### config.mk
export PLATFORM = sky130hd
export DESIGN_NAME = piradip_ram_stream_reader
export DESIGN_NICKNAME = d
export VERILOG_FILES = /design/src/rtl/piradip_ram_stream_reader.sv
export SDC_FILE = /design/constraint.sdc
export NUM_CORES = 1
export LEC_CHECK = 0
export ABC_AREA = 1
export CELL_PAD_IN_SITES_DETAIL_PLACEMENT = 0
export CELL_PAD_IN_SITES_GLOBAL_PLACEMENT = 1
export CORE_ASPECT_RATIO = 0.8
export CORE_MARGIN = 2
export CORE_UTILIZATION = 41
export DETAILED_ROUTE_END_ITERATION = 16
export PLACE_DENSITY_LB_ADDON = 0.1
export SYNTH_ARGS = -nofsm -noshare
export SYNTH_HDL_FRONTEND = slang
export SYNTH_SLANG_ARGS = --single-unit
### constraint.sdc
create_clock -name clk -period 7.06 [get_ports clk]
set_clock_uncertainty 0.15 [all_clocks]
set_input_delay 1.412 -clock clk [delete_from_list [all_inputs] [get_ports clk]]
set_output_delay 1.412 -clock clk [all_outputs]
set_load 0.01 [all_outputs]
### src/rtl/piradip_ram_stream_reader.sv
// -----------------------------------------------------------------------------
// piradip_ram_stream_reader
//
// Reads a contiguous block of words from one port of a dual-port RAM and
// presents them as an AXI-Stream master. The block drives the client side of
// the RAM port. A credit-limited read pipeline feeds a small show-ahead skid
// FIFO, so m_tready may drop on any cycle without losing or duplicating data.
//
// Ports
//   clk, rst        single clock; asynchronous active-high reset
//   start           one-cycle request, honoured only in IDLE with count != 0
//   start_addr      first word address, sampled with start
//   count           number of words (1 .. 2^ADDR_WIDTH), sampled with start
//   busy            transfer in progress
//   done            one-cycle pulse after the last word is accepted
//   ram_en/ram_we   RAM enable / write enable (write enable tied low)
//   ram_addr        RAM read address
//   ram_wdata       RAM write data (tied low)
//   ram_rdata       RAM read data, valid READ_LATENCY cycles after ram_en
//   m_tdata/m_tvalid/m_tready/m_tlast   AXI-Stream master
//   dbg_state       current FSM state (IDLE=0, ISSUE=1, DRAIN=2)
//
// Handshake: a beat transfers on every cycle where m_tvalid and m_tready are
// both high. Once m_tvalid is raised it stays high, and m_tdata/m_tlast stay
// unchanged, until that beat transfers; m_tvalid never depends on m_tready.
// -----------------------------------------------------------------------------
module piradip_ram_stream_reader #(
  parameter int DATA_WIDTH   = 32,
  parameter int ADDR_WIDTH   = 10,
  parameter int READ_LATENCY = 1
) (
  input  logic                  clk,
  input  logic                  rst,
  input  logic                  start,
  input  logic [ADDR_WIDTH-1:0] start_addr,
  input  logic [ADDR_WIDTH:0]   count,
  output logic                  busy,
  output logic                  done,
  output logic                  ram_en,
  output logic                  ram_we,
  output logic [ADDR_WIDTH-1:0] ram_addr,
  output logic [DATA_WIDTH-1:0] ram_wdata,
  input  logic [DATA_WIDTH-1:0] ram_rdata,
  output logic [DATA_WIDTH-1:0] m_tdata,
  output logic                  m_tvalid,
  input  logic                  m_tready,
  output logic                  m_tlast,
  output logic [1:0]            dbg_state
);

  // Two extra slots beyond the read latency keep the stream at full rate
  // while still bounding the number of words that can be outstanding.
  localparam int FIFO_DEPTH = READ_LATENCY + 2;
  localparam int PW         = $clog2(FIFO_DEPTH);
  // Wide enough to hold inflight + occupancy and FIFO_DEPTH + 1 unsigned.
  localparam int CW         = $clog2(FIFO_DEPTH + 1) + 1;
  localparam int LW         = ADDR_WIDTH + 1;

  localparam logic [CW-1:0] DEPTH_C   = CW'(FIFO_DEPTH);
  localparam logic [PW-1:0] LAST_SLOT = PW'(FIFO_DEPTH - 1);

  localparam logic [1:0] ST_IDLE  = 2'd0;
  localparam logic [1:0] ST_ISSUE = 2'd1;
  localparam logic [1:0] ST_DRAIN = 2'd2;

  // Control state
  logic [1:0]            state_q, state_d;
  logic [ADDR_WIDTH-1:0] addr_q, addr_d;
  logic [LW-1:0]         left_q, left_d;      // reads still to issue
  logic                  done_q, done_d;

  // In-flight read tracking: bit i set means a read issued i+1 cycles ago.
  logic [READ_LATENCY-1:0] pipe_vld_q, pipe_vld_d;
  logic [READ_LATENCY-1:0] pipe_last_q, pipe_last_d;

  // Skid FIFO
  logic [DATA_WIDTH-1:0] fifo_data_q [FIFO_DEPTH];
  logic                  fifo_last_q [FIFO_DEPTH];
  logic [PW-1:0]         wr_ptr_q, wr_ptr_d;
  logic [PW-1:0]         rd_ptr_q, rd_ptr_d;
  logic [CW-1:0]         occ_q, occ_d;

  // Datapath helpers
  logic [CW-1:0] inflight;
  logic          fifo_push;
  logic          fifo_pop;
  logic          can_issue;
  logic          issue_last;
  logic          head_last;

  function automatic logic [PW-1:0] ptr_inc(input logic [PW-1:0] p);
    return (p == LAST_SLOT) ? '0 : p + PW'(1);
  endfunction

  always_comb begin
    inflight = '0;
    for (int i = 0; i < READ_LATENCY; i++) begin
      inflight = inflight + CW'(pipe_vld_q[i]);
    end
  end

  assign m_tvalid  = (occ_q != '0);
  assign head_last = fifo_last_q[rd_ptr_q];
  assign fifo_pop  = m_tvalid & m_tready;
  assign fifo_push = pipe_vld_q[READ_LATENCY-1];

  // Credit check: every word already issued or buffered owns a FIFO slot,
  // and a word leaving this cycle frees its slot for a new read right away.
  assign can_issue  = (state_q == ST_ISSUE) && (left_q != '0) &&
                      ((inflight + occ_q) < (DEPTH_C + CW'(fifo_pop)));
  assign issue_last = can_issue && (left_q == LW'(1));

  // Next-state logic
  always_comb begin
    state_d = state_q;
    addr_d  = addr_q;
    left_d  = left_q;
    done_d  = 1'b0;

    case (state_q)
      ST_IDLE: begin
        if (start && (count != '0)) begin
          state_d = ST_ISSUE;
          addr_d  = start_addr;
          left_d  = count;
        end
      end
      ST_ISSUE: begin
        if (can_issue) begin
          // Address wraps naturally at 2^ADDR_WIDTH.
          addr_d = addr_q + ADDR_WIDTH'(1);
          left_d = left_q - LW'(1);
          if (issue_last) begin
            state_d = ST_DRAIN;
          end
        end
      end
      ST_DRAIN: begin
        if (fifo_pop && head_last) begin
          state_d = ST_IDLE;
          done_d  = 1'b1;
        end
      end
      default: begin
        state_d = ST_IDLE;
      end
    endcase
  end

  always_comb begin
    pipe_vld_d     = pipe_vld_q;
    pipe_last_d    = pipe_last_q;
    pipe_vld_d[0]  = can_issue;
    pipe_last_d[0] = issue_last;
    for (int i = 1; i < READ_LATENCY; i++) begin
      pipe_vld_d[i]  = pipe_vld_q[i-1];
      pipe_last_d[i] = pipe_last_q[i-1];
    end
  end

  always_comb begin
    wr_ptr_d = fifo_push ? ptr_inc(wr_ptr_q) : wr_ptr_q;
    rd_ptr_d = fifo_pop  ? ptr_inc(rd_ptr_q) : rd_ptr_q;
    occ_d    = occ_q + CW'(fifo_push) - CW'(fifo_pop);
  end

  // State registers
  always_ff @(posedge clk or posedge rst) begin
    if (rst) begin
      state_q     <= ST_IDLE;
      addr_q      <= '0;
      left_q      <= '0;
      done_q      <= 1'b0;
      pipe_vld_q  <= '0;
      pipe_last_q <= '0;
      wr_ptr_q    <= '0;
      rd_ptr_q    <= '0;
      occ_q       <= '0;
    end else begin
      state_q     <= state_d;
      addr_q      <= addr_d;
      left_q      <= left_d;
      done_q      <= done_d;
      pipe_vld_q  <= pipe_vld_d;
      pipe_last_q <= pipe_last_d;
      wr_ptr_q    <= wr_ptr_d;
      rd_ptr_q    <= rd_ptr_d;
      occ_q       <= occ_d;
    end
  end

  // FIFO storage; the pipeline tail is exactly aligned with ram_rdata.
  always_ff @(posedge clk or posedge rst) begin
    if (rst) begin
      for (int i = 0; i < FIFO_DEPTH; i++) begin
        fifo_data_q[i] <= '0;
        fifo_last_q[i] <= 1'b0;
      end
    end else if (fifo_push) begin
      fifo_data_q[wr_ptr_q] <= ram_rdata;
      fifo_last_q[wr_ptr_q] <= pipe_last_q[READ_LATENCY-1];
    end
  end

  // Outputs
  assign busy      = (state_q != ST_IDLE);
  assign done      = done_q;
  assign ram_en    = can_issue;
  assign ram_we    = 1'b0;
  assign ram_addr  = addr_q;
  assign ram_wdata = '0;
  // Gated so the bus reads zero whenever no beat is offered.
  assign m_tdata   = m_tvalid ? fifo_data_q[rd_ptr_q] : '0;
  assign m_tlast   = m_tvalid & head_last;
  assign dbg_state = state_q;

endmodule

==> results.txt <==
----------------------------------------------------
[Drt]
  Total number of vias ... 5744
  Drt via density ... 4.670
  Post-route DRC ... 0
  Detailed Route Iter0 Violations ... 283
  DR pass1 iterations ... 5
  Routed length per instance ... 13.58 um
  Routed WL ... approximately 17 mm
  Antenna Violating Nets Remaining ... 0

[Global route]
  Initial antenna violation count ... 0
  Overall global routing resource usage ... 0.1920
  Grt ovf ... 0
  Wire length of the first global-routing pass ... 27.17 mm
  Maximum number of pins on one net before global-route repair ... 82
  Via count of the first global-routing pass ... 5359

[Critical path]
  Data arrival at the endpoint of the critical path ... 2.91 ns
  Timing startpoint of the critical path ... m_tready
  Maximum net fanout on the critical path ... 6
  Data required time at the worst endpoint ... approximately 5.5 ns
  Capturing instance or port of the critical path ... ram_en
  Reg2reg end ... left_q[9]$_DFFE_PP0P_
  Worst stage delay on the critical path ... 0.55 ns
  Startpoint-to-endpoint class of the critical path ... in2out
  Crit path buf inv count ... 3
  Startpoint of the worst-slack reg-to-reg timing path ... fifo_push$_DFF_PP0_
  Slowest stage cell on the critical path ... sky130_fd_sc_hd__clkdlybuf4s50_1
  Stages on the worst setup path ... 6
  Ordered list of cells on the worst path ... clkdlybuf4s50_1, nand2_2, nand2_2, nand3_4, inv_1, clkdlybuf4s50_1
  Worst R2R Setup Slack ... slightly below 5 ns
  CP delay by family, top ... buffers and inverters
  Cell depth of the worst flop-to-flop path ... 9
  Crit path capture type ... output port
  Startpoint type of the worst setup path ... input pin

[Timing]
  Setup TNS ... 0 ns
  Unrepaired setup endpoints after global routing ... false
  Final period utilization ... 0.6336
  Post-layout worst setup margin ... 2.587 ns
  Count of final hold-check violations ... 0
  Tightest Pin Transition ... 0.7361 ns
  Relative max-transition margin ... 0.5092
  Post-layout minimum cycle time ... 4.473 ns
  Max-slew violation count ... 0
  Count of endpoints failing setup in the final report ... 0
  Timing-limited maximum frequency ... 0.2236 GHz

[Clocking]
  Hold Buf Count CTS ... 0
  TritonCTS sink count ... 132
  TritonCTS clock tree ... done
  Post-CTS setup buffer count ... 0
  Max Root-Sink Buffers ... 2
  Worst-path clk slew ... 0.06 ns
  Clk_lat worst skew ... around 0.42 ns
  Cells resized by post-CTS repair ... 0
  Total number of H-tree levels ... 4
  Number of buffers added by the clock tree synthesis step ... 17
  Root buffer cell ... sky130_fd_sc_hd__clkbuf_16

[Floorplanning]
  Full die area ... 0.01815 sq mm
  Site row count ... 42
  Die extent in x ... 150.1 um
  DIE HEIGHT ... 120.9 um
  Total I/O pin count ... between 100 and 150
  Effective utilization at floorplan ... 0.4216
  Standard cell core area ... approximately 0.017 sq mm

[Power]
  Share of power burned in registers ... 0.310
  Switching Fraction ... 0.4141
  Internal cell power ... approximately 2500 uW
  Relative contribution of the clock network to total power ... 0.209
  Highest ir drop seen on vdd ... 237.8 uV
  Relative contribution of combinational cells to total power ... 0.481
  Total power per unit cell area ... around 500 mW/mm^2
  Leakage power ... between 0.004 and 0.005 uW
  Net Sw Power ... 1786 uW

[Worst hold path]
  Worst min-delay path category ... reg2reg

[Final layout]
  Number of fill cells in the layout ... 1684
  Post-layout nets ... 1062
  Synthesis-to-layout area growth ... 23.53%
  Share of post-route cells with drive strength above 1 ... 0.09406
  Filler-free cell count of the finished design ... 1230
  Final antenna diode count ... 0

[Run]
  Number of violations of the max-capacitance limit ... 0

[Yosys]
  Post-synth EDFFs ... 0
  Cell types with the highest counts after synthesis ... sky130_fd_sc_hd__nand2_1 (290), sky130_fd_sc_hd__dfrtp_1 (132), sky130_fd_sc_hd__o21ai_0 (113)
  Cell type contributing the most total cell area after synthesis ... sky130_fd_sc_hd__dfrtp_1
  Area of the mapped netlist ... 0.007002 sq mm
  Distinct cell type count of the synthesized netlist ... 33
  Share of the yosys chip area belonging to registers ... 0.4718
  Predominant post-synthesis flop cell ... sky130_fd_sc_hd__dfrtp_1
  Cell with the most instances after synthesis ... sky130_fd_sc_hd__nand2_1
  Number of warnings reported in the yosys synthesis log ... 0
  Number of instances in the synthesized netlist ... 910
  Number of register bits inferred by synthesis ... 132
  Yosys top cell area share ... 0.4718
  Mapped Avg Cell Area ... 7.694 sq um
  Leading cell types by total area after synthesis ... sky130_fd_sc_hd__dfrtp_1 (47%), sky130_fd_sc_hd__nand2_1 (16%), sky130_fd_sc_hd__o21ai_0 (8.1%)
  Synth async-reset ratio ... 1.000

[Place]
  Placement Setup Slack ... 2.572 ns
  Count of input and output buffers ... 105
  Placer's final routability congestion estimate ... 0.7486
  Number of cells after detailed placement ... 1198
  Detailed placement HPWL ... 10.37 mm

[Status]
  Result of the run ... completed

----------------------------------------------------
## sequential cells by signal (all words and copies together), names as in the netlist
register and flops:
wr_ptr_q 2, pipe_last_q 1, rd_ptr_q 2, ram_addr 10
occ_q 3, dbg_state 2, fifo_data_q 96, fifo_push 1
left_q 11, fifo_last_q 3, done 1
## stage by stage
stage / utilization / total power (uW) / cell area [sq um] / hold WS, ns
floorplan: - / 2775 / 7122 / 0.3033
global placement: 0.4843 / 3420 / 8041 / 0.3164
detailed placement: 0.4843 / 3440 / 8041 / 0.3231
CTS: 0.5209 / 4362 / 8650 / 0.3374
global route: 0.5209 / 4698 / 8650 / 0.3508
finish: 0.5209 / 4313 / 8650 / 0.3312
## power by group through the flow
stage / clock (uW) / sequential [uW] / combinational (uW)
finish: 901 / 1340 / 2070
CTS: 921 / 1340 / 2100
floorplan: 0 / 1310 / 1470
global placement: 0 / 1350 / 2070
detailed placement: 0 / 1340 / 2100
global route: 957 / 1390 / 2360
## cell usage in the layout, fill, tap and decap left out, types with 5 or more instances in the layout
cell type,count
sky130_fd_sc_hd__ha_1,8
sky130_fd_sc_hd__o21ai_2,13
sky130_fd_sc_hd__inv_1,104
sky130_fd_sc_hd__clkbuf_16,17
sky130_fd_sc_hd__nor2_1,22
sky130_fd_sc_hd__nand2_2,20
sky130_fd_sc_hd__clkdlybuf4s50_1,105
sky130_fd_sc_hd__nor2_2,5
sky130_fd_sc_hd__nand3_1,91
sky130_fd_sc_hd__buf_4,8
sky130_fd_sc_hd__nand2_1,290
sky130_fd_sc_hd__o21ai_0,113
sky130_fd_sc_hd__dfrtp_1,132
sky130_fd_sc_hd__nand3_2,5
sky130_fd_sc_hd__conb_1,33
## cell type report
cell class	instances	area, sq um	area share
tap	220	275.3	0.03182
multi-input combinational	625	2942	0.3401
inverter	108	410.4	0.04745
clock inverter	15	182.7	0.02112
sequential	132	3303	0.3819
clock buffer	17	425.4	0.04918
timing repair buffer	113	1111	0.1285
## worst min-delay path by stage
| stage | startpoint | cells past startpoint | slack [ns] | to |
|---|---|---|---|---|
| 6_report | fifo_data_q[46]$_DFFE_PP0P_ | 2 | 0.33 | fifo_data_q[46]$_DFFE_PP0P_ |
| 5_1_grt | fifo_data_q[36]$_DFFE_PP0P_ | 2 | 0.35 | fifo_data_q[36]$_DFFE_PP0P_ |
| 4_1_cts | fifo_data_q[77]$_DFFE_PP0P_ | 2 | 0.34 | fifo_data_q[77]$_DFFE_PP0P_ |
| 3_5_place_dp | fifo_data_q[77]$_DFFE_PP0P_ | 2 | 0.32 | fifo_data_q[77]$_DFFE_PP0P_ |
| 3_3_place_gp | fifo_data_q[22]$_DFFE_PP0P_ | 2 | 0.32 | fifo_data_q[22]$_DFFE_PP0P_ |
| 2_1_floorplan | fifo_last_q[0]$_DFFE_PP0P_ | 2 | 0.30 | fifo_last_q[0]$_DFFE_PP0P_ |
## kinds of logic (layout without fill, tap and decap cells)
family	Yosys count	in the layout	synth area share
and+or+nand+nor	449	449	0.2789
adders and majority gates	8	8	0.01430
AOI/OAI and AO/OA	133	133	0.1045
DFF	132	132	0.4718
buffers and inverters	185	253	0.1274
other	1	33	0.0005356
xor gates and xnor gates	2	2	0.002502
## layer usage
metal	GRT usage	vias up	wire, um
li1	-	2970	-
met3	0.04398	8	704
met5	0	-	0
met1	0.2824	2647	8475
met4	0.04422	0	121
met2	0.2885	119	7403
## tightest hold or removal path, cell delays in order (launching register included)
cell	delay (ns)
sky130_fd_sc_hd__dfrtp_1	0.34
sky130_fd_sc_hd__nand2_1	0.05
sky130_fd_sc_hd__o21ai_0	0.06
No activity file was read; power rests on OpenSTA's default activity.
